**config.mk**
```make
export PLATFORM = sky130hd
export DESIGN_NAME = monkey_action_ctrl_flat
export DESIGN_NICKNAME = d
export VERILOG_FILES = /design/src/rtl/monkey_pkg.sv /design/src/rtl/monkey_action_ctrl_if.sv /design/src/rtl/frame_down_counter.sv /design/src/rtl/monkey_action_ctrl.sv /design/src/flat_wrapper.sv
export SDC_FILE = /design/constraint.sdc
export NUM_CORES = 1
export LEC_CHECK = 0
export CORE_MARGIN = 2
export CORE_UTILIZATION = 43
export DETAILED_ROUTE_END_ITERATION = 10
export PLACE_DENSITY = 0.64
export SETUP_SLACK_MARGIN = 0.4
export SYNTH_ARGS = -nofsm -noshare
export SYNTH_HDL_FRONTEND = slang
export SYNTH_SLANG_ARGS = --single-unit
```
**constraint.sdc**
```tcl
create_clock -name clk -period 3.2 [get_ports clk]
set_input_delay 0.48 -clock clk [delete_from_list [all_inputs] [get_ports clk]]
set_output_delay 0.48 -clock clk [all_outputs]
set_load 0.005 [all_outputs]
```
**src/rtl/monkey_pkg.sv**
```systemverilog
// monkey_pkg: shared state encoding and parameter defaults for the monkey action controller
package monkey_pkg;

    typedef enum logic [2:0] {
        GROUND    = 3'd0,
        ROPE      = 3'd1,
        AIR       = 3'd2,
        DYING     = 3'd3,
        RESPAWN   = 3'd4,
        GAME_OVER = 3'd5
    } state_e;

    localparam int FALL_DEATH_PX_DEF = 96;
    localparam int FLOOR_Y_DEF       = 440;
    localparam int DEATH_FRAMES_DEF  = 60;
    localparam int INVULN_FRAMES_DEF = 90;
    localparam int START_LIVES_DEF   = 3;
    localparam int CNT_W             = 7;
    localparam logic signed [10:0] APEX_INIT = 11'sd185;

endpackage

```
**src/rtl/monkey_action_ctrl_if.sv**
```systemverilog
// monkey_action_ctrl_if: raw key inputs and gated movement commands
interface monkey_action_ctrl_if;

    logic leftPressed, rightPressed, upPressed, downPressed;
    logic leftCmd, rightCmd, upCmd, downCmd;

    modport master (
        output leftPressed, rightPressed, upPressed, downPressed,
        input  leftCmd, rightCmd, upCmd, downCmd
    );

    modport slave (
        input  leftPressed, rightPressed, upPressed, downPressed,
        output leftCmd, rightCmd, upCmd, downCmd
    );

endinterface

```
**src/rtl/frame_down_counter.sv**
```systemverilog
// frame_down_counter: loadable per-frame down counter that stops at zero
module frame_down_counter #(
    parameter int W = 7
) (
    input  logic         clk,
    input  logic         resetN,
    input  logic         load_i,
    input  logic [W-1:0] load_val_i,
    input  logic         en_i,
    output logic         zero_o
);

    logic [W-1:0] cnt_q;

    // load wins over counting; counting halts once zero is reached
    always_ff @(posedge clk or negedge resetN) begin
        if (!resetN)
            cnt_q <= '0;
        else if (load_i)
            cnt_q <= load_val_i;
        else if (en_i && cnt_q != '0)
            cnt_q <= cnt_q - 1'b1;
    end

    assign zero_o = (cnt_q == '0);

endmodule

```
**src/rtl/monkey_action_ctrl.sv**
```systemverilog
// monkey_action_ctrl: life/death state machine gating the monkey's movement keys
module monkey_action_ctrl
    import monkey_pkg::*;
#(
    parameter int FALL_DEATH_PX = FALL_DEATH_PX_DEF,
    parameter int FLOOR_Y       = FLOOR_Y_DEF,
    parameter int DEATH_FRAMES  = DEATH_FRAMES_DEF,
    parameter int INVULN_FRAMES = INVULN_FRAMES_DEF,
    parameter int START_LIVES   = START_LIVES_DEF
) (
    input  logic                clk,
    input  logic                resetN,
    input  logic                startOfFrame,
    input  logic                restartPressed,
    input  logic                onRope,
    input  logic                onLedge,
    input  logic                collision,
    input  logic                hitEnemy,
    input  logic signed [10:0]  topLeftY,
    monkey_action_ctrl_if.slave keys,
    output logic                moveResetN,
    output logic [2:0]          state,
    output logic [1:0]          lives,
    output logic                invincible,
    output logic                gameOver
);

    state_e              state_q;
    logic signed [10:0]  apex_q;
    logic [1:0]          lives_q;
    logic                enemy_q, mvrst_q;
    logic                footing, active, hit, off_screen, fall_big, die_d;
    logic                death_zero, inv_zero;
    logic signed [11:0]  fall;

    assign footing    = onRope | (onLedge & collision);
    assign active     = state_q inside {GROUND, ROPE, AIR};
    assign hit        = enemy_q | (hitEnemy & ~invincible);
    assign off_screen = topLeftY > $signed(11'(FLOOR_Y));
    assign fall       = {topLeftY[10], topLeftY} - {apex_q[10], apex_q};
    assign fall_big   = fall > $signed(12'(FALL_DEATH_PX));
    assign die_d      = active & (hit | off_screen | ((state_q == AIR) & footing & fall_big));

    frame_down_counter #(.W(CNT_W)) u_death (
        .clk        (clk),
        .resetN     (resetN),
        .load_i     (startOfFrame & die_d),
        .load_val_i (CNT_W'(DEATH_FRAMES - 1)),
        .en_i       (startOfFrame & (state_q == DYING)),
        .zero_o     (death_zero)
    );

    // the invulnerability window starts on the one-clk respawn pulse
    frame_down_counter #(.W(CNT_W)) u_inv (
        .clk        (clk),
        .resetN     (resetN),
        .load_i     (~mvrst_q),
        .load_val_i (CNT_W'(INVULN_FRAMES)),
        .en_i       (startOfFrame),
        .zero_o     (inv_zero)
    );

    // frame-synchronous game state, fall tracking, lives and respawn pulse
    always_ff @(posedge clk or negedge resetN) begin
        if (!resetN) begin
            state_q <= AIR;
            apex_q  <= APEX_INIT;
            lives_q <= 2'(START_LIVES);
            enemy_q <= 1'b0;
            mvrst_q <= 1'b1;
        end else begin
            mvrst_q <= 1'b1;
            enemy_q <= startOfFrame ? 1'b0 : (enemy_q | (hitEnemy & ~invincible));
            if (startOfFrame) begin
                case (state_q)
                    GROUND, ROPE, AIR: begin
                        if (die_d) begin
                            state_q <= DYING;
                            lives_q <= (lives_q == 2'd0) ? 2'd0 : lives_q - 2'd1;
                        end else if (onRope)
                            state_q <= ROPE;
                        else if (footing)
                            state_q <= GROUND;
                        else begin
                            state_q <= AIR;
                            apex_q  <= (state_q != AIR || topLeftY < apex_q) ? topLeftY : apex_q;
                        end
                    end
                    DYING: begin
                        if (death_zero) begin
                            state_q <= (lives_q == 2'd0) ? GAME_OVER : RESPAWN;
                            mvrst_q <= (lives_q == 2'd0);
                        end
                    end
                    RESPAWN: begin
                        state_q <= AIR;
                        apex_q  <= topLeftY;
                    end
                    GAME_OVER: begin
                        if (restartPressed) begin
                            state_q <= RESPAWN;
                            lives_q <= 2'(START_LIVES);
                            mvrst_q <= 1'b0;
                        end
                    end
                    default: state_q <= AIR;
                endcase
            end
        end
    end

    assign keys.leftCmd  = keys.leftPressed  & active;
    assign keys.rightCmd = keys.rightPressed & active;
    assign keys.upCmd    = keys.upPressed    & ((state_q == GROUND) | (state_q == ROPE));
    assign keys.downCmd  = keys.downPressed  & (state_q == ROPE);

    assign moveResetN = mvrst_q;
    assign state      = state_q;
    assign lives      = lives_q;
    assign invincible = ~inv_zero;
    assign gameOver   = (state_q == GAME_OVER);

endmodule

```
**src/flat_wrapper.sv**
```systemverilog
// flat-port wrapper written by rule: the top's interface ports become plain ports
module monkey_action_ctrl_flat import monkey_pkg::*;
#(
    parameter int FALL_DEATH_PX = FALL_DEATH_PX_DEF,
    parameter int FLOOR_Y       = FLOOR_Y_DEF,
    parameter int DEATH_FRAMES  = DEATH_FRAMES_DEF,
    parameter int INVULN_FRAMES = INVULN_FRAMES_DEF,
    parameter int START_LIVES   = START_LIVES_DEF
)
  (clk, resetN, startOfFrame, restartPressed, onRope, onLedge, collision, hitEnemy, topLeftY, moveResetN, state, lives, invincible, gameOver, keys_leftPressed, keys_rightPressed, keys_upPressed, keys_downPressed, keys_leftCmd, keys_rightCmd, keys_upCmd, keys_downCmd);
  monkey_action_ctrl_if keys_i ();
  input  logic clk;
  input  logic resetN;
  input  logic startOfFrame;
  input  logic restartPressed;
  input  logic onRope;
  input  logic onLedge;
  input  logic collision;
  input  logic hitEnemy;
  input  logic signed [10:0] topLeftY;
  output logic moveResetN;
  output logic [2:0] state;
  output logic [1:0] lives;
  output logic invincible;
  output logic gameOver;
  input wire logic [$bits(keys_i.leftPressed)-1:0] keys_leftPressed;
  input wire logic [$bits(keys_i.rightPressed)-1:0] keys_rightPressed;
  input wire logic [$bits(keys_i.upPressed)-1:0] keys_upPressed;
  input wire logic [$bits(keys_i.downPressed)-1:0] keys_downPressed;
  output wire logic [$bits(keys_i.leftCmd)-1:0] keys_leftCmd;
  output wire logic [$bits(keys_i.rightCmd)-1:0] keys_rightCmd;
  output wire logic [$bits(keys_i.upCmd)-1:0] keys_upCmd;
  output wire logic [$bits(keys_i.downCmd)-1:0] keys_downCmd;
  assign keys_i.leftPressed = keys_leftPressed;
  assign keys_i.rightPressed = keys_rightPressed;
  assign keys_i.upPressed = keys_upPressed;
  assign keys_i.downPressed = keys_downPressed;
  assign keys_leftCmd = keys_i.leftCmd;
  assign keys_rightCmd = keys_i.rightCmd;
  assign keys_upCmd = keys_i.upCmd;
  assign keys_downCmd = keys_i.downCmd;
  monkey_action_ctrl #(.FALL_DEATH_PX(FALL_DEATH_PX), .FLOOR_Y(FLOOR_Y), .DEATH_FRAMES(DEATH_FRAMES), .INVULN_FRAMES(INVULN_FRAMES), .START_LIVES(START_LIVES)) u_core (.clk(clk), .resetN(resetN), .startOfFrame(startOfFrame), .restartPressed(restartPressed), .onRope(onRope), .onLedge(onLedge), .collision(collision), .hitEnemy(hitEnemy), .topLeftY(topLeftY), .keys(keys_i), .moveResetN(moveResetN), .state(state), .lives(lives), .invincible(invincible), .gameOver(gameOver));
endmodule
```
Word level (Yosys, flattened, before mapping)
Cells that the tools add are included.

word-level totals
  bits of input ports = 23
  flip-flop bits (word level) = 32
  bits in read-only memories = 0
  memories = 0
  memory bits (writable) = 0
  word-level logic and storage cells = 87
  bits in latches = 0
  output and inout bits = 12

cells by class
  $add $sub $neg = 4
  bitwise logic cells = 17
  equality and inequality tests = 14
  $lt $le $gt $ge = 3
  $mul = 0
  shifts and indexed selects = 0
  divide/modulo/power cells = 0
  reductions and logical operators = 17
  mux-type cells = 25

operator list
  kind                    number
  $mux W11                4
  $mux W7                 4
  $pmux W11 S2            1
  $logic_not A7 Y1        2
  $reduce_bool A7 Y1      2
  $sub A7 B1 Y7 const B   2
  $gt A12 B8 Y1 const B   1
  $mux W3                 4
  $sub A11 B11 Y12        1
  $and A1 B1 Y1           11
  $gt A11 B10 Y1 const B  1
  $lt A11 B11 Y1          1
  $ne A2 B2 Y1 const B    5
  $pmux W3 S3             1
  $mux W2                 4
  $eq A3 B2 Y1 const B    2
  $eq A3 B3 Y1 const B    2
  $ne A2 B1 Y1 const B    3
  $reduce_and A6 Y1       1
  $reduce_bool A2 Y1      3
  $mux W1                 5
  $or A1 B1 Y1            5
  $pmux W2 S2             1
  $reduce_and A4 Y1       1
  other kinds (12)        13

Longest topological paths before layout
Gate-level depths: netlist of run 1.

  depth in word-level cells = 8
  depth in mapped cells = 12

Modules after synthesis
From an unflattened synthesis of run 1, not the netlist that was laid out.

second synthesis, totals
  cells, all modules = 266
  area total of the unflattened synthesis = 2,353.5 um2

modules (own cells, without submodules)
  module              times used  area each (um2)  cells an instance
  monkey_action_ctrl  1           1,430.1          162
  frame_down_counter  2           461.7            52

Least setup slack after synthesis of run 1
Ideal clock, no wire load.

  kind = in2reg
  start point = input topLeftY[0]
  end point = register u_core.lives_q[0], in the netlist u_core.lives[0]
  buffers on the path = 1
  arrival time = 2.700 ns
  stages = 12
  setup time = 0.082 ns
  slack = 0.418 ns
  data required time = 3.118 ns
  path through = inv_1 > ha_1 > fa_1 > nand2b_1 > a2111o_1 > nand3_2 > xor2_2 > a311o_2 > o21ai_2 > or2_1 > buf_6 > a211o_1

between the ends
  word-level cells in the longest chain between the ends = 7
  elaborated cells between the ends (all ways) = 9
  classes of those cells = add/sub (1); order compare (2); eq/ne (1); bitwise (4); reduce/logical (1)

RTL lines
  element                                 RTL line                   text
  start, declared                         flat_wrapper.sv:20         input logic signed [10:0] topLeftY;
  $sub A11 B11 Y12                        monkey_action_ctrl.sv:40   assign fall = {topLeftY[10], topLeftY} - {apex_q[10], apex_q};
  $gt A12 B8 Y1                           monkey_action_ctrl.sv:41   assign fall_big = fall > $signed(12'(FALL_DEATH_PX));
  $and A1 B1 Y1                           monkey_action_ctrl.sv:42   assign die_d = active & (hit | off_screen | ((state_q == AIR) & footing & fall_big));
  $or A1 B1 Y1 (*)                        monkey_action_ctrl.sv:42
  $and A1 B1 Y1 (*)                       monkey_action_ctrl.sv:42
  $ne A2 B1 Y1 (no source line) (*)       -
  $reduce_and A4 Y1 (no source line) (*)  -
  end signal, assigned                    monkey_action_ctrl.sv:68   lives_q <= 2'(START_LIVES);
  end signal, assigned                    monkey_action_ctrl.sv:79   lives_q <= (lives_q == 2'd0) ? 2'd0 : lives_q - 2'd1;
  end signal, assigned                    monkey_action_ctrl.sv:102  lives_q <= 2'(START_LIVES);
  end, declared                           monkey_action_ctrl.sv:30   logic [1:0] lives_q;

Mark *: on every way between the ends. The rest lies on a longest branch, timed or not.
A chain may end at the register's enable or synchronous reset.

Final worst setup path of run 1
  start point = input topLeftY[8]
  end point = register u_core.u_death.cnt_q[6]

between the ends
  word-level cells in the longest chain between the ends = 7
  elaborated cells between the ends (all ways) = 10
  classes of those cells = add/sub (1); order compare (2); mux (1); bitwise (5); reduce/logical (1)

RTL lines
  element                                        RTL line                  text
  $sub A11 B11 Y12                               monkey_action_ctrl.sv:40
  $gt A12 B8 Y1                                  monkey_action_ctrl.sv:41
  $and A1 B1 Y1                                  monkey_action_ctrl.sv:42
  $or A1 B1 Y1 (*)                               monkey_action_ctrl.sv:42
  $and A1 B1 Y1 (*)                              monkey_action_ctrl.sv:42
  $and A1 B1 Y1 (*)                              monkey_action_ctrl.sv:47  .load_i (startOfFrame & die_d),
  $mux W7 or $reduce_bool A2 Y1 (tied branches)  -
  end signal, assigned                           frame_down_counter.sv:20  cnt_q <= load_val_i;
  end signal, assigned                           frame_down_counter.sv:22  cnt_q <= cnt_q - 1'b1;
  end, declared                                  frame_down_counter.sv:13  logic [W-1:0] cnt_q;

Marks and branches as above.

==> flow_results.org, run 1 <==
** Synth
- The synthesized design contains 32 register bits.
- Proportion of synthesized chip area in sequential cells :: around 36%
- Share of synthesized flip-flops with an asynchronous set or reset :: 100%
- The number of different library cells used by synthesis comes to 53.
- Syn. warnings :: 0
- In this run, synthesis inferred 0 flip-flops with an integrated enable.
- Area of the mapped netlist :: 2260 um2
- Post-synthesis net count :: 301
- A synthesized cell averages ~8.6 um2.
- Count of mapped cells out of synthesis :: ~260
- Dominant synthesized flop cell :: sky130_fd_sc_hd__dfrtp_1

** STA
- Timing would allow up to between 0.3 and 0.4 GHz.
- Subtracting the final worst setup slack from the clock period gives 2.69 ns.
- Setup repair after global routing missed its margin :: true
- Worst Clk Skew :: approximately 0.0063 ns
- The max-slew violation total from the final report is 0.
- Slew headroom :: between 50% and 60%
- Of the available clock period, the critical path in the final layout requires between 80% and 90%.
- The number of endpoints with negative hold slack in the final report is 0.
- Final sum of negative setup slack :: 0 ns
- For the pin with the worst max-slew slack, the measured transition is approximately 0.63 ns.
- Setup violators final :: 0

** Detailed routing
- For this run, design rule violations remaining after detail routing come to 0.
- The count of nets left with antenna violations once routing finished came out at 0.
- Overall via count from detail_route :: ~2,200
- For this run, the detailed router's first-pass iteration total came to 4.
- Wire per inst :: approximately 14 um
- Final WL :: slightly below 6 mm
- After the first detailed-routing iteration, the DRC count stood at 150.
- Using the TritonRoute via totals, the vias-per-cell ratio works out to around 5.4.

** Floorplanning
- Die H :: between 70 and 80 um
- The floorplan step set the die width to between 70 and 80 um.
- Die footprint :: just under 6000 um2
- Once the floorplan was initialized, standard cells occupied between 40 and 50% of the core.
- The floorplan has 26 rows.
- Number of top-level pins :: 35
- Placeable core region :: ~5000 um2

** Power
- Of the total power, registers draw between 20 and 30%.
- Gate power share :: 59.1%
- Internal portion of total power :: about 1.6 mW
- Power comes to about 2.6 mW.
- Switching power :: between 1 and 1.5 mW
- Leakage :: 1.43 nW
- Clock network power share :: 13.0%
- In this run switching power makes up 39.7% of total power.
- Peak VDD IR :: approximately 0.00035 V
- For this design the ratio of total power to cell area is slightly above 800 nW/um2.

** Clock network
- Clock edge transition at the registers on the reported setup and hold paths :: roughly 0.070 ns
- In this run the deepest clock path goes through 2 buffers.
- Hold repair after CTS inserted 0 buffers.
- The clock drives 32 sinks.
- TritonCTS built the clock tree.
- The cell sitting at the root of the clock tree is a sky130_fd_sc_hd__clkbuf_8.
- In this run, CTS created clock tree buffers numbering 5.
- Clock latency on the worst-skew pair :: between 0.2 and 0.3 ns
- # H-tree levels :: 2

** Cells and area
- Once layout is complete, the utilization of the core stands at 62.6%.
- In the final layout, the share of cells above drive strength 1 is between 20 and 25%.
- The finished layout holds around 410 standard cells, fillers aside.
- Post-route cell area :: about 3200 um2
- The repair_antennas step left the layout with diodes totalling 0.
- Net total in the final layout :: about 380
- Number of filler cells placed in the layout :: approximately 460
- Area added between synthesis and finish :: 41.4%

** Setup path
- The worst setup path is launched from a primary input.
- For this run, the slowest stage of the critical path takes around 0.46 ns.
- Worst Path Class, Setup :: in2reg
- Endpoint kind of the worst setup timing path :: flop
- Arrival time of the worst setup path :: about 2.9 ns
- At the worst endpoint, the required time is 3.38 ns.
- Cell chain of the critical path :: clkdlybuf4s50_1 -> ha_1 -> or3_1 -> a211o_1 -> o21a_1 -> o2111ai_2 -> o21ai_2 -> or2_4 -> buf_12 -> and2_1
- For this design, the slowest cell found on the critical path is sky130_fd_sc_hd__clkdlybuf4s50_1.
- Worst-path fanout max :: 7

** Job
- The tool flagged a number of max-cap violations equal to 0.

** Placed design
- IO Port Bufs :: 34
- Placed instance area :: between 2000 and 3000 um2
- Placed cell count :: slightly below 400
- Half-perimeter wire length after detailed placement :: between 4 and 5 mm
- Routability-driven placement finished with a final weighted congestion of 0.876.

** GRT
- Number of antenna violations at the first check in global routing :: 0
- Via count of the first global-routing pass :: about 2,100
- Residual overflow from global routing :: 0
- The first global-routing pass estimated about 10 mm of wire.
- Pin count of the biggest net entering global routing :: 33
- Gr usage total :: a little over a fifth

** Status
- Run status :: finished clean

** Hold path
- The path class of the tightest hold or removal check is reg2reg.
[registers in the layout (all words and copies together) (netlist names)]
register,cells
u_core.enemy_q,1
u_core.moveResetN,1
u_core.lives,2
u_core.apex_q,11
u_core.u_death.cnt_q,7
u_core.state,3
u_core.u_inv.cnt_q,7
[cell usage after synthesis, drive strengths merged, types with 4 or more instances]
cell type | n | share of area (%)
nand2 | 31 | 5.1
inv | 25 | 4.1
dfrtp | 23 | 25
o21ai | 21 | 4.8
nor2 | 18 | 3.0
ha | 14 | 7.7
a21oi | 11 | 2.6
dfstp | 9 | 10
xnor2 | 9 | 3.5
and2 | 8 | 2.2
nand3 | 8 | 2.0
nor3 | 8 | 1.8
nand2b | 6 | 1.7
o211ai | 5 | 1.7
xor2 | 5 | 2.3
a31oi | 4 | 1.1
clkbuf | 4 | 0.66
or3 | 4 | 1.1
[final timing paths]
check                                             startpoint                                  end  slack [ns]  cells past startpoint
min in group asynchronous                             resetN         u_core.apex_q[8]$_DFFE_PN0P_        0.60                      2
worst max register to register  u_core.apex_q[0]$_DFFE_PN1P_          u_core.lives[0]$_DFFE_PN1P_        0.52                     12
worst max-delay path                             topLeftY[8]  u_core.u_death.cnt_q[6]$_DFFE_PN0P_        0.51                     10
max in group asynchronous                             resetN          u_core.lives[0]$_DFFE_PN1P_        2.27                      2
worst min register to register   u_core.moveResetN$_DFF_PN1_    u_core.u_inv.cnt_q[3]$_DFFE_PN0P_        0.50                      1
worst min-delay path             u_core.moveResetN$_DFF_PN1_    u_core.u_inv.cnt_q[3]$_DFFE_PN0P_        0.50                      1
[placed cells by master, fill, tap and decap left out, drive strengths merged, types with 4 or more instances in the layout]
| master | instances |
|---|---|
| a21oi | 11 |
| a31oi | 4 |
| and2 | 8 |
| buf | 40 |
| clkbuf | 8 |
| clkdlybuf4s50 | 26 |
| dfrtp | 23 |
| dfstp | 9 |
| dlymetal6s2s | 6 |
| ha | 14 |
| inv | 25 |
| nand2 | 31 |
| nand2b | 6 |
| nand3 | 8 |
| nor2 | 19 |
| nor3 | 8 |
| o211ai | 5 |
| o21ai | 21 |
| or3 | 4 |
| xnor2 | 9 |
| xor2 | 5 |
[power groups by stage]
| stage | sequential (mW) | clock (mW) | combinational (mW) |
|---|---|---|---|
| floorplan | 0.689 | 0 | 0.891 |
| global placement | 0.724 | 0 | 1.32 |
| detailed placement | 0.727 | 0 | 1.34 |
| CTS | 0.724 | 0.348 | 1.42 |
| global route | 0.747 | 0.368 | 1.72 |
| finish | 0.725 | 0.339 | 1.54 |
[cell families (layout without fill, tap and decap cells)]
kind of cell | count (synthesis) | count (layout) | synth area share (%)
buf+inv | 32 | 107 | 5.75
fa+ha+maj | 15 | 15 | 8.63
compound gates | 68 | 68 | 20.7
xor+xnor | 14 | 14 | 5.75
simple gates | 100 | 101 | 22.2
flops | 32 | 32 | 35.9
mux | 2 | 2 | 0.996
[critical path: cells and delay by family]
kind                       cells  cell delay, ns
buffers and inverters          2            0.59
AOI/OAI and AO/OA              4            0.69
adders and majority gates      1            0.30
and+or+nand+nor                3            0.81
[timing repair]
item	in CTS	in global routing
setup buffers	2	2
gates cloned	0	1
pin swaps	5	14
endpoints found under the setup margin	22	12
resized for setup	10	23
[area by class of cell]
type	instances	area, um2	area share (%)
clock buffers	7	86.3	2.70
clock inverters	1	7.51	0.235
inverters	25	93.8	2.93
multi-input cells	200	1450	45.2
flip-flops and latches	32	812	25.4
well taps	70	87.6	2.74
repair buffers	74	667	20.8
[metal layers]
layer	share of wire (%)	vias up	GRT usage [%]	routed length, um
li1	-	1084	-	-
met1	46	1052	27.8	2700
met2	47	77	34.8	2710
met3	5.7	7	4.03	330
met4	1.3	0	7.09	78
met5	0	-	0	0
[metrics by stage]
stage,hold WS [ns],setup WS [ns]
2_1_floorplan,0.184,0.418
3_3_place_gp,0.487,-0.346
3_5_place_dp,0.487,-0.336
4_1_cts,0.501,0.405
5_1_grt,0.535,0.393
6_report,0.499,0.509
Note: power is estimated with default switching activity, not from simulation.
==> inputs of run 2 (changes only) <==
--- a/config.mk
+++ b/config.mk
@@ -8,7 +8,7 @@
 export CORE_MARGIN = 2
 export CORE_UTILIZATION = 43
 export DETAILED_ROUTE_END_ITERATION = 10
-export PLACE_DENSITY = 0.64
+export PLACE_DENSITY = 0.67
 export SETUP_SLACK_MARGIN = 0.4
 export SYNTH_ARGS = -nofsm -noshare
 export SYNTH_HDL_FRONTEND = slang
==> constraint.sdc (replaced) <==
create_clock -name clk -period 2.35 [get_ports clk]
set_input_delay 0.3525 -clock clk [delete_from_list [all_inputs] [get_ports clk]]
set_output_delay 0.3525 -clock clk [all_outputs]
set_load 0.005 [all_outputs]
==> run 2 against run 1 <==
Net effect: the flow now finishes with violations (negative setup slack); cell count grew 7.1%; global-route usage increased by 1.1 points; core utilization increased by 8.0 points; wire length increased by 8.8%; power grew 51%; setup slack worse by 0.79 ns; non-clock buffer count increased by 30; critical path type unchanged; largest power group unchanged; highest routed layer unchanged.
==> flow_results.org, run 2 (synthesis gave the netlist of run 1 again) <==
** Status
- The flow ran to the end, but the final reports show violations.
- The checks that failed: negative setup slack.

** Setup path
- For flop-to-flop paths, the worst setup slack is -0.27 ns.
- The worst register-to-register path begins at u_core.apex_q[0]$_DFFE_PN1P_.
- The slowest stage of the critical path belongs to the cell sky130_fd_sc_hd__clkdlybuf4s50_1.
- Kind of launch point of the worst setup path :: primary input
- The endpoint identified for the worst register-to-register timing path is u_core.lives[0]$_DFFE_PN1P_.
- Arrival time of the worst setup path :: roughly 2.9 ns
- Total buffers and inverters traversed by the critical path :: 2
- Worst Path Class, Setup :: in2reg
- Along the worst path, the maximum fanout reaches 5.
- The critical path goes through clkdlybuf4s50_1 -> ha_2 -> nand2b_4 -> a21oi_1 -> a311oi_1 -> xnor2_1 -> a311o_2 -> o21ai_2 -> buf_4 -> nor4b_1 -> a211o_1.
- For the worst setup path, the data required time is between 2 and 3 ns.
- CP Capture Point :: u_core.lives[0]$_DFFE_PN1P_
- Max stage delay on crit path :: about 0.53 ns
- The worst setup path is captured at a flop.
- Dominant delay contributor by cell family on the critical path :: compound AO/OA/AOI/OAI gates
- Depth of the worst register-to-register path :: 11
- Tracing the worst setup path back leads to its startpoint at topLeftY[2].
- Counting buffers and inverters, the worst setup path is 11 cells deep.

** GRT
- Pin count of the biggest net entering global routing :: 33
- In the global route stage, met1 resource usage came out at between 20% and 30%.
- Met2 track demand over resource :: between 30% and 40%
- Via count of the first global-routing pass :: around 2,400
- Gr usage total :: between 20 and 25%
- Met3 Usage GRT :: ~5.0%
- The total overflow left after global routing is 0.
- After global routing, the most crowded layer is met2.
- Wire length of the first global-routing pass :: 10.6 mm
- Number of antenna violations at the first check in global routing :: 0

** Clock network
- CTS Buffer Depth :: 2
- Clock-pin slew was measured on the worst setup and hold paths at 0.07 ns.
- Clock Sinks :: 32
- The H-tree was split into 2 levels.
- For the worst-skew pair, the clock arrives at the later sink with an insertion delay of between 0.2 and 0.3 ns.
- The number of clock buffers added by TritonCTS is 5.
- TritonCTS built the clock tree.
- CTS Root Buffer Type :: sky130_fd_sc_hd__clkbuf_8

** Cells and area
- Post-route cell area :: around 3600 um2
- Multi-input combinational cell area :: roughly 1600 um2
- Seq. cell area :: a little over 800 um2
- Core Util, Final :: a little over two thirds
- After the flow finishes, the layout carries non-filler instances totaling roughly 440.
- After filler insertion, the fill cell instance count of the layout stands at ~410.
- Most common cell after layout, fill and taps aside :: sky130_fd_sc_hd__buf_4
- In the final design database the tool counted between 400 and 500 nets.
- The largest registers in the layout are u_core.apex_q (11), u_core.u_death.cnt_q (7), u_core.u_inv.cnt_q (7).
- More flip-flops sit in one register than any other, and that register is u_core.apex_q.
- Share of final-layout standard cells stronger than drive strength 1 :: around two fifths
- The register with the most flip-flops in the layout has 11 of them.
- The area growth from synthesis to layout is 59.6%.
- The repair_antennas step left the layout with diodes totalling 0.
- Highest-count cells in the layout ignoring fill and taps :: sky130_fd_sc_hd__buf_4, sky130_fd_sc_hd__clkdlybuf4s50_1, sky130_fd_sc_hd__dfrtp_1, sky130_fd_sc_hd__nand2_1, sky130_fd_sc_hd__inv_1

** Detailed routing
- After detailed routing, the number of vias per cell comes to 5.32.
- In this run the remaining antenna-violating nets after routing total 0.
- Overall via count from detail_route :: between 2,000 and 2,500
- In the final routed layout, each cell accounts on average for about 14 um.
- The routed design has 6.34 mm of wire.
- For this run, the detailed router's first-pass iteration total came to 4.
- In the routed design, unresolved DRC markers number 0.
- After the first detailed-routing iteration, the DRC count stood at 91.

** STA
- Number of hold violations in the final report :: 0
- Slew headroom :: 71.9%
- Min Clock Period, post-route :: about 2.6 ns
- Dividing the final minimum period by the clock period gives 112%.
- For this run, the top clock speed supported by timing is around 0.38 GHz.
- For the pin with the worst max-slew slack, the measured transition is about 0.42 ns.
- For the final database, setup skew stands at between 0.004 and 0.005 ns.
- Setup repair after global routing could not meet its margin everywhere.
- Worst setup slack after layout :: -0.276 ns
- The max-slew violation total from the final report came to 0.
- Setup violations remaining at the end of the flow were counted as 22.

** Placed design
- Placed cell count :: slightly above 400
- Half-perimeter wire length after detailed placement :: about 4.3 mm
- At the end of routability-driven placement, the weighted congestion stood at 0.888.
- IO Port Bufs :: 34
- Placed instance area :: between 3000 and 4000 um2

** Hold path
- Worst hold path class :: in2reg
- The worst hold path was traced through 4 stages.

** Floorplanning
- The core region is 5110 um2.
- 35 I/O pins were placed.
- Effective utilization at floorplan :: 44.3%
- Die Width :: between 70 and 80 um
- The floorplan step defined a die boundary enclosing around 5900 um2.
- Die H :: 76.5 um
- Standard-cell row count :: 26

** Power
- In this run the power density over the cells is approximately 1100 nW/um2.
- Peak VDD IR :: about 0.00048 V
- The analysis attributes to cell leakage a power of about 1.7 nW.

** Job
- Max-cap violations in this run came to 0.
[run 2: how the worst min path moves through the flow]
stage                                      startpoint                           endpoint  slack (ns)
after global placement    u_core.moveResetN$_DFF_PN1_  u_core.u_inv.cnt_q[3]$_DFFE_PN0P_        0.48
after CTS                                 topLeftY[3]       u_core.apex_q[3]$_DFFE_PN1P_        0.46
after detailed placement     u_core.enemy_q$_DFF_PN0_           u_core.enemy_q$_DFF_PN0_        0.49
after floorplan                                resetN      u_core.apex_q[10]$_DFFE_PN0P_        0.06
final                                     topLeftY[1]       u_core.apex_q[1]$_DFFE_PN0P_        0.45
after global routing                           resetN       u_core.apex_q[8]$_DFFE_PN0P_        0.48
[run 2: layer usage]
layer	routed length [um]	share of wire (%)
met5	0	0
met4	87	1.4
met1	2880	45
met3	271	4.3
met2	3100	49
[run 2: area by class of cell]
cell class,count,share of cell area [%]
clock inverter,3,1.18
clock buffer,5,1.91
sequential,32,22.5
multi-input combinational,199,43.8
timing repair buffer,104,25.2
inverter,25,2.95
tap,70,2.43
[run 2: worst min-delay path, cell delays in order]
cell and delay, ns:
sky130_fd_sc_hd__dlymetal6s2s_1 0.12, sky130_fd_sc_hd__buf_4 0.14, sky130_fd_sc_hd__nand2_1 0.06, sky130_fd_sc_hd__o21ai_2 0.05
[run 2: through the flow]
stage	worst slack (ns)	TNS, ns	hold slack, ns	power [mW]
finish	-0.276	-3.71	0.452	3.93
global route	-0.372	-6.11	0.484	4.24
CTS	-0.273	-3.98	0.465	3.79
detailed placement	-0.971	-18.52	0.490	3.00
global placement	-0.921	-18.04	0.481	2.96
floorplan	-0.114	-0.773	0.0569	2.25
[run 2: repair_timing]
| action | in CTS | in global routing |
|---|---|---|
| setup buffers | 11 | 6 |
| gates cloned | 1 | 0 |
| endpoints found under the setup margin | 29 | 27 |
| hold buffers | 0 | 0 |
| resized for setup | 57 | 36 |
| pin swaps | 25 | 14 |
[run 2: where the power goes]
part	internal (mW)	switching, mW
clock	0.314	0.223
combinational	1.29	1.11
sequential	0.812	0.184
==> inputs of run 3 (changes only) <==
--- a/config.mk
+++ b/config.mk
@@ -7,6 +7,7 @@
 export LEC_CHECK = 0
 export CORE_MARGIN = 2
 export CORE_UTILIZATION = 43
+export CTS_CLUSTER_SIZE = 12
 export DETAILED_ROUTE_END_ITERATION = 10
 export PLACE_DENSITY = 0.67
 export SETUP_SLACK_MARGIN = 0.4
==> results of run 3 <==
Same layout as run 2: the final DEF is identical, and so are final timing and power.
==> RTL edit 1, RTL diff (settings of run 3) <==
The package constant `CNT_W` goes from 7 to 14.
--- a/src/rtl/monkey_pkg.sv
+++ b/src/rtl/monkey_pkg.sv
@@ -15,7 +15,7 @@
     localparam int DEATH_FRAMES_DEF  = 60;
     localparam int INVULN_FRAMES_DEF = 90;
     localparam int START_LIVES_DEF   = 3;
-    localparam int CNT_W             = 7;
+    localparam int CNT_W             = 14;
     localparam logic signed [10:0] APEX_INIT = 11'sd185;
 
 endpackage
Check against the original RTL: no difference found for any inputs over 4 cycles, from zero or initial values and one cycle with resetN low; that may be too few to reach the edited logic, so the function may still have changed.
==> RTL edit 1 against run 3 <==
  * Worst setup slack got worse by 0.22 ns
  * Synthesized area grew 38%
  * Design area is 30% higher
  * Wire length is 30% higher
  * Clock power fell by 2%
  * The flow finishes with violations (hold timing, setup timing)
  * Die area grew 36%
  * Critical path depth is 2 higher
  * Sequential cell count up 14
  * Global-route usage down 0.70 points
  * Total power increased by 33%
==> RTL edit 1: results <==
export IMPL_wire_per_inst_um=14.8
export IMPL_track_usage=0.215
export IMPL_finalWirelength_mm=8.22
export IMPL_gr_usage_met1=0.248
export IMPL_min_path_type="in -> async"
export IMPL_met2_usage=0.404
export IMPL_ys_seq_area_frac=0.372
export IMPL_place_hpwl_mm=5.56
export IMPL_synth_area_leaders="dfrtp_1 30%, dfstp_2 7.6%, ha_1 5.2%"
export IMPL_r2r_end="u_core.u_death.cnt_q[11]"
export IMPL_status="finished with violations"
export IMPL_synth_compound_area_frac=0.154
export IMPL_pg_comb_mw=3.38
export IMPL_placed_cell_area_um2=4170
export IMPL_dr_wl_met3_um=193
export IMPL_synth_xor_area_frac=0.0673
export IMPL_drive_gt1_frac=0.414
export IMPL_pre_cts_ws_ns=-1.07
export IMPL_place_inst=519
export IMPL_violations="hold timing, setup timing"
export IMPL_whs_ns=-0.000231
export IMPL_synthesis_nets=365
export IMPL_pg_clk_uw=525
export IMPL_setup_slack_ns=-0.499
export IMPL_synthAdderAreaFrac=0.0585
export IMPL_gp_congestion=0.831
export IMPL_grt_max_degree=26
export IMPL_p_leak_nw=2.08
export IMPL_clk_latency_ns=0.32
export IMPL_final_setup_tns_ns=-11.95
export IMPL_wl_met2_mm=4.40
export IMPL_largestRegisters="u_core.u_death.cnt_q (14), u_core.u_inv.cnt_q (14), u_core.apex_q (11)"
export IMPL_globalRouteMet3Util=0.0342
export IMPL_reg2reg_depth=13
export IMPL_via_per_inst=5.13
export IMPL_clock_skew_ns=0.00899
export IMPL_hold_violations=1
export IMPL_switching_share=0.394
export IMPL_finalSetupViolations=29
export IMPL_slowest_delay_ns=0.56
export IMPL_irDropWorstVdd_mv=0.616
export IMPL_synth_distinct_cells=68
export IMPL_crit_family="simple AND/OR/NAND/NOR gates"
RTL edit 1: cell count changes in the layout (fill, tap and decap cells not counted), sizes merged, moves of 5 or more:
cell | before | now
nand2 | 31 | 25
nor3 | 8 | 14
nor4 | 2 | 7
nor2 | 18 | 27
xnor2 | 9 | 17
nor2b | 1 | 6
mux2 | 2 | 11
dfrtp | 23 | 37
nor3b | 0 | 7
o21ai | 21 | 15
buf | 71 | 95
RTL edit 1: cells by family (layout without fill, tap and decap cells):
group,after synthesis,count (layout)
AND/OR/NAND/NOR,136,136
AO/OA/AOI/OAI,63,64
adder cells (fa/ha/maj),14,14
flip-flops,46,46
XOR/XNOR,24,24
buffers and inverters,32,159
multiplexers,13,13
RTL edit 1: layout make-up:
| cell class | instances | area [um^2] | share of cell area |
|---|---|---|---|
| clock inverters | 3 | 21.3 | 0.00453 |
| clock buffers | 5 | 68.8 | 0.0146 |
| repair buffers | 127 | 1090 | 0.233 |
| inverters | 24 | 105 | 0.0224 |
| multi-input cells | 251 | 2120 | 0.452 |
| flip-flops and latches | 46 | 1160 | 0.248 |
| well taps | 99 | 124 | 0.0264 |
RTL edit 1: worst max path at each step:
stage,start,depth (start not counted),to
after global routing,u_core.apex_q[3],12,u_core.apex_q[2]
final,u_core.apex_q[0],13,u_core.u_death.cnt_q[11]
after floorplan,topLeftY[0],12,u_core.lives[0]
after CTS,u_core.apex_q[0],12,u_core.u_death.cnt_q[11]
after detailed placement,topLeftY[0],13,u_core.lives[0]
after global placement,topLeftY[0],12,u_core.lives[0]
RTL edit 1: what timing repair did:
item                       4_1_cts  5_1_grt
resized for setup               36       26
hold buffers                     0        0
setup buffers                   14       13
pin swaps                       18       16
setup endpoints to repair       39       41
cloned                           1        0
==> RTL edit 2, RTL diff (flow settings as in run 3) <==
Without the edit above. Register the output `gameOver`, with the module's reset; this adds one clock of latency there. The other outputs are not delayed to match.
--- a/src/rtl/monkey_action_ctrl.sv
+++ b/src/rtl/monkey_action_ctrl.sv
@@ -118,7 +118,13 @@
     assign state      = state_q;
     assign lives      = lives_q;
     assign invincible = ~inv_zero;
-    assign gameOver   = (state_q == GAME_OVER);
+    always_ff @(posedge clk or negedge resetN) begin
+        if (!resetN) begin
+            gameOver <= '0;
+        end else begin
+            gameOver <= (state_q == GAME_OVER);
+        end
+    end
 
 endmodule
 
Behaviour: no difference found for any inputs over 4 cycles, from zero or initial values and one cycle with resetN low; that may be too few to reach the edited logic, so the function may still have changed.
==> RTL edit 2 against run 3 <==
  * The flow still finishes with violations (setup timing)
  * Cell count increased by 1.4%
  * Wire length increased by 6.7%
  * Sequential cell count grew 1
  * Critical path type is now reg -> reg
  * Total power increased by 0.80%
  * Via count grew 3.7%
  * Largest cell class unchanged
  * Synthesized area is 1.4% higher
  * Design area up 1.1%
  * Synthesized cell count increased by 0.38%
  * Worst setup slack worse by 0.028 ns
  * Global-route usage up 1.1 points
  * Count of clock-buffer cells in the layout did not move
==> RTL edit 2: results <==
export IMPL_intPower_mw=2.36
export IMPL_dr_wl_met3_um=281
export IMPL_synthesis_nets=302
export IMPL_violations="setup timing"
export IMPL_clk_pin_slew_ns=0.08
export IMPL_synth_distinct_cells=54
export IMPL_met2_usage=0.371
export IMPL_met1Wirelength_mm=3.27
export IMPL_slowest_delay_ns=0.40
export IMPL_startpoint="u_core.apex_q[0]"
export IMPL_globalRouteMet3Util=0.0353
export IMPL_finalWirelength_mm=6.76
export IMPL_gp_congestion=0.833
export IMPL_track_usage=0.233
export IMPL_clock_skew_ns=0.00845
export IMPL_via_count=2414
export IMPL_async_flop_share=1.00
export IMPL_ctsResizeCount=48
export IMPL_finalSetupViolations=22
export IMPL_max_slew_margin=0.716
export IMPL_status="finished with violations"
export IMPL_irDropWorstVdd_mv=0.750
export IMPL_cp_data_arrival_time_ns=2.87
export IMPL_wl_met2_mm=3.15
export IMPL_critical_path_slowest_cell="a2111o_1"
export IMPL_clk_latency_ns=0.29
export IMPL_worstPathMaxFanout=4
export IMPL_final_nets=411
export IMPL_setup_slack_ns=-0.304
export IMPL_critPathKind="reg -> reg"
export IMPL_largestRegisters="u_core.apex_q (11), u_core.u_death.cnt_q (7), u_core.u_inv.cnt_q (7)"
export IMPL_pre_cts_ws_ns=-1.01
export IMPL_power_frac_clock=0.109
export IMPL_synth_area_leaders="dfrtp_1 26%, dfstp_2 10%, ha_1 7.6%"
export IMPL_place_hpwl_mm=4.65
export IMPL_grt_max_degree=34
export IMPL_min_path_type="in -> async"
export IMPL_drive_gt1_frac=0.406
export IMPL_grt_pass1_wl_mm=11.1
export IMPL_drt_iter0_drc=133
export IMPL_synth_top_cells_by_count="31 x nand2_1, 25 x inv_1, 24 x dfrtp_1"
export IMPL_io_buffers=34
export IMPL_cts_root_buf="clkbuf_8"
export IMPL_r2r_end="u_core.lives[0]"
export IMPL_antenna_found_initial=0
export IMPL_p_leak_nw=1.62
export IMPL_cts_setup_buffers=12
export IMPL_ys_seq_area_frac=0.365
export IMPL_gr_usage_met1=0.333
RTL edit 2: metrics by stage:
step	hold slack, ns	area [um^2]	std cells	setup TNS [ns]	total power [mW]
after CTS	0.485	3480	436	-2.27	3.71
final	0.470	3650	444	-4.30	3.96
after global routing	0.513	3650	444	-5.87	4.25
after floorplan	0.0569	2380	264	-0.773	2.28
after global placement	0.469	3180	416	-18.49	2.97
after detailed placement	0.487	3180	416	-19.51	3.03
RTL edit 2: area by class of cell:
class	count	area, um^2
Clock inverter	3	17.5
Timing Repair Buffer	109	932
Fill cell	418	1490
Tap cell	70	87.6
Multi-Input combinational cell	199	1600
Sequential cell	33	838
Inverter	25	106
Clock buffer	5	68.8
RTL edit 2: cells by family after synthesis:
kind of cell	Yosys count	share of synthesized area
buf+inv	32	0.0567
simple gates	100	0.219
compound gates	68	0.208
mux	2	0.00981
xor+xnor	14	0.0567
flops	33	0.365
fa+ha+maj	15	0.0851
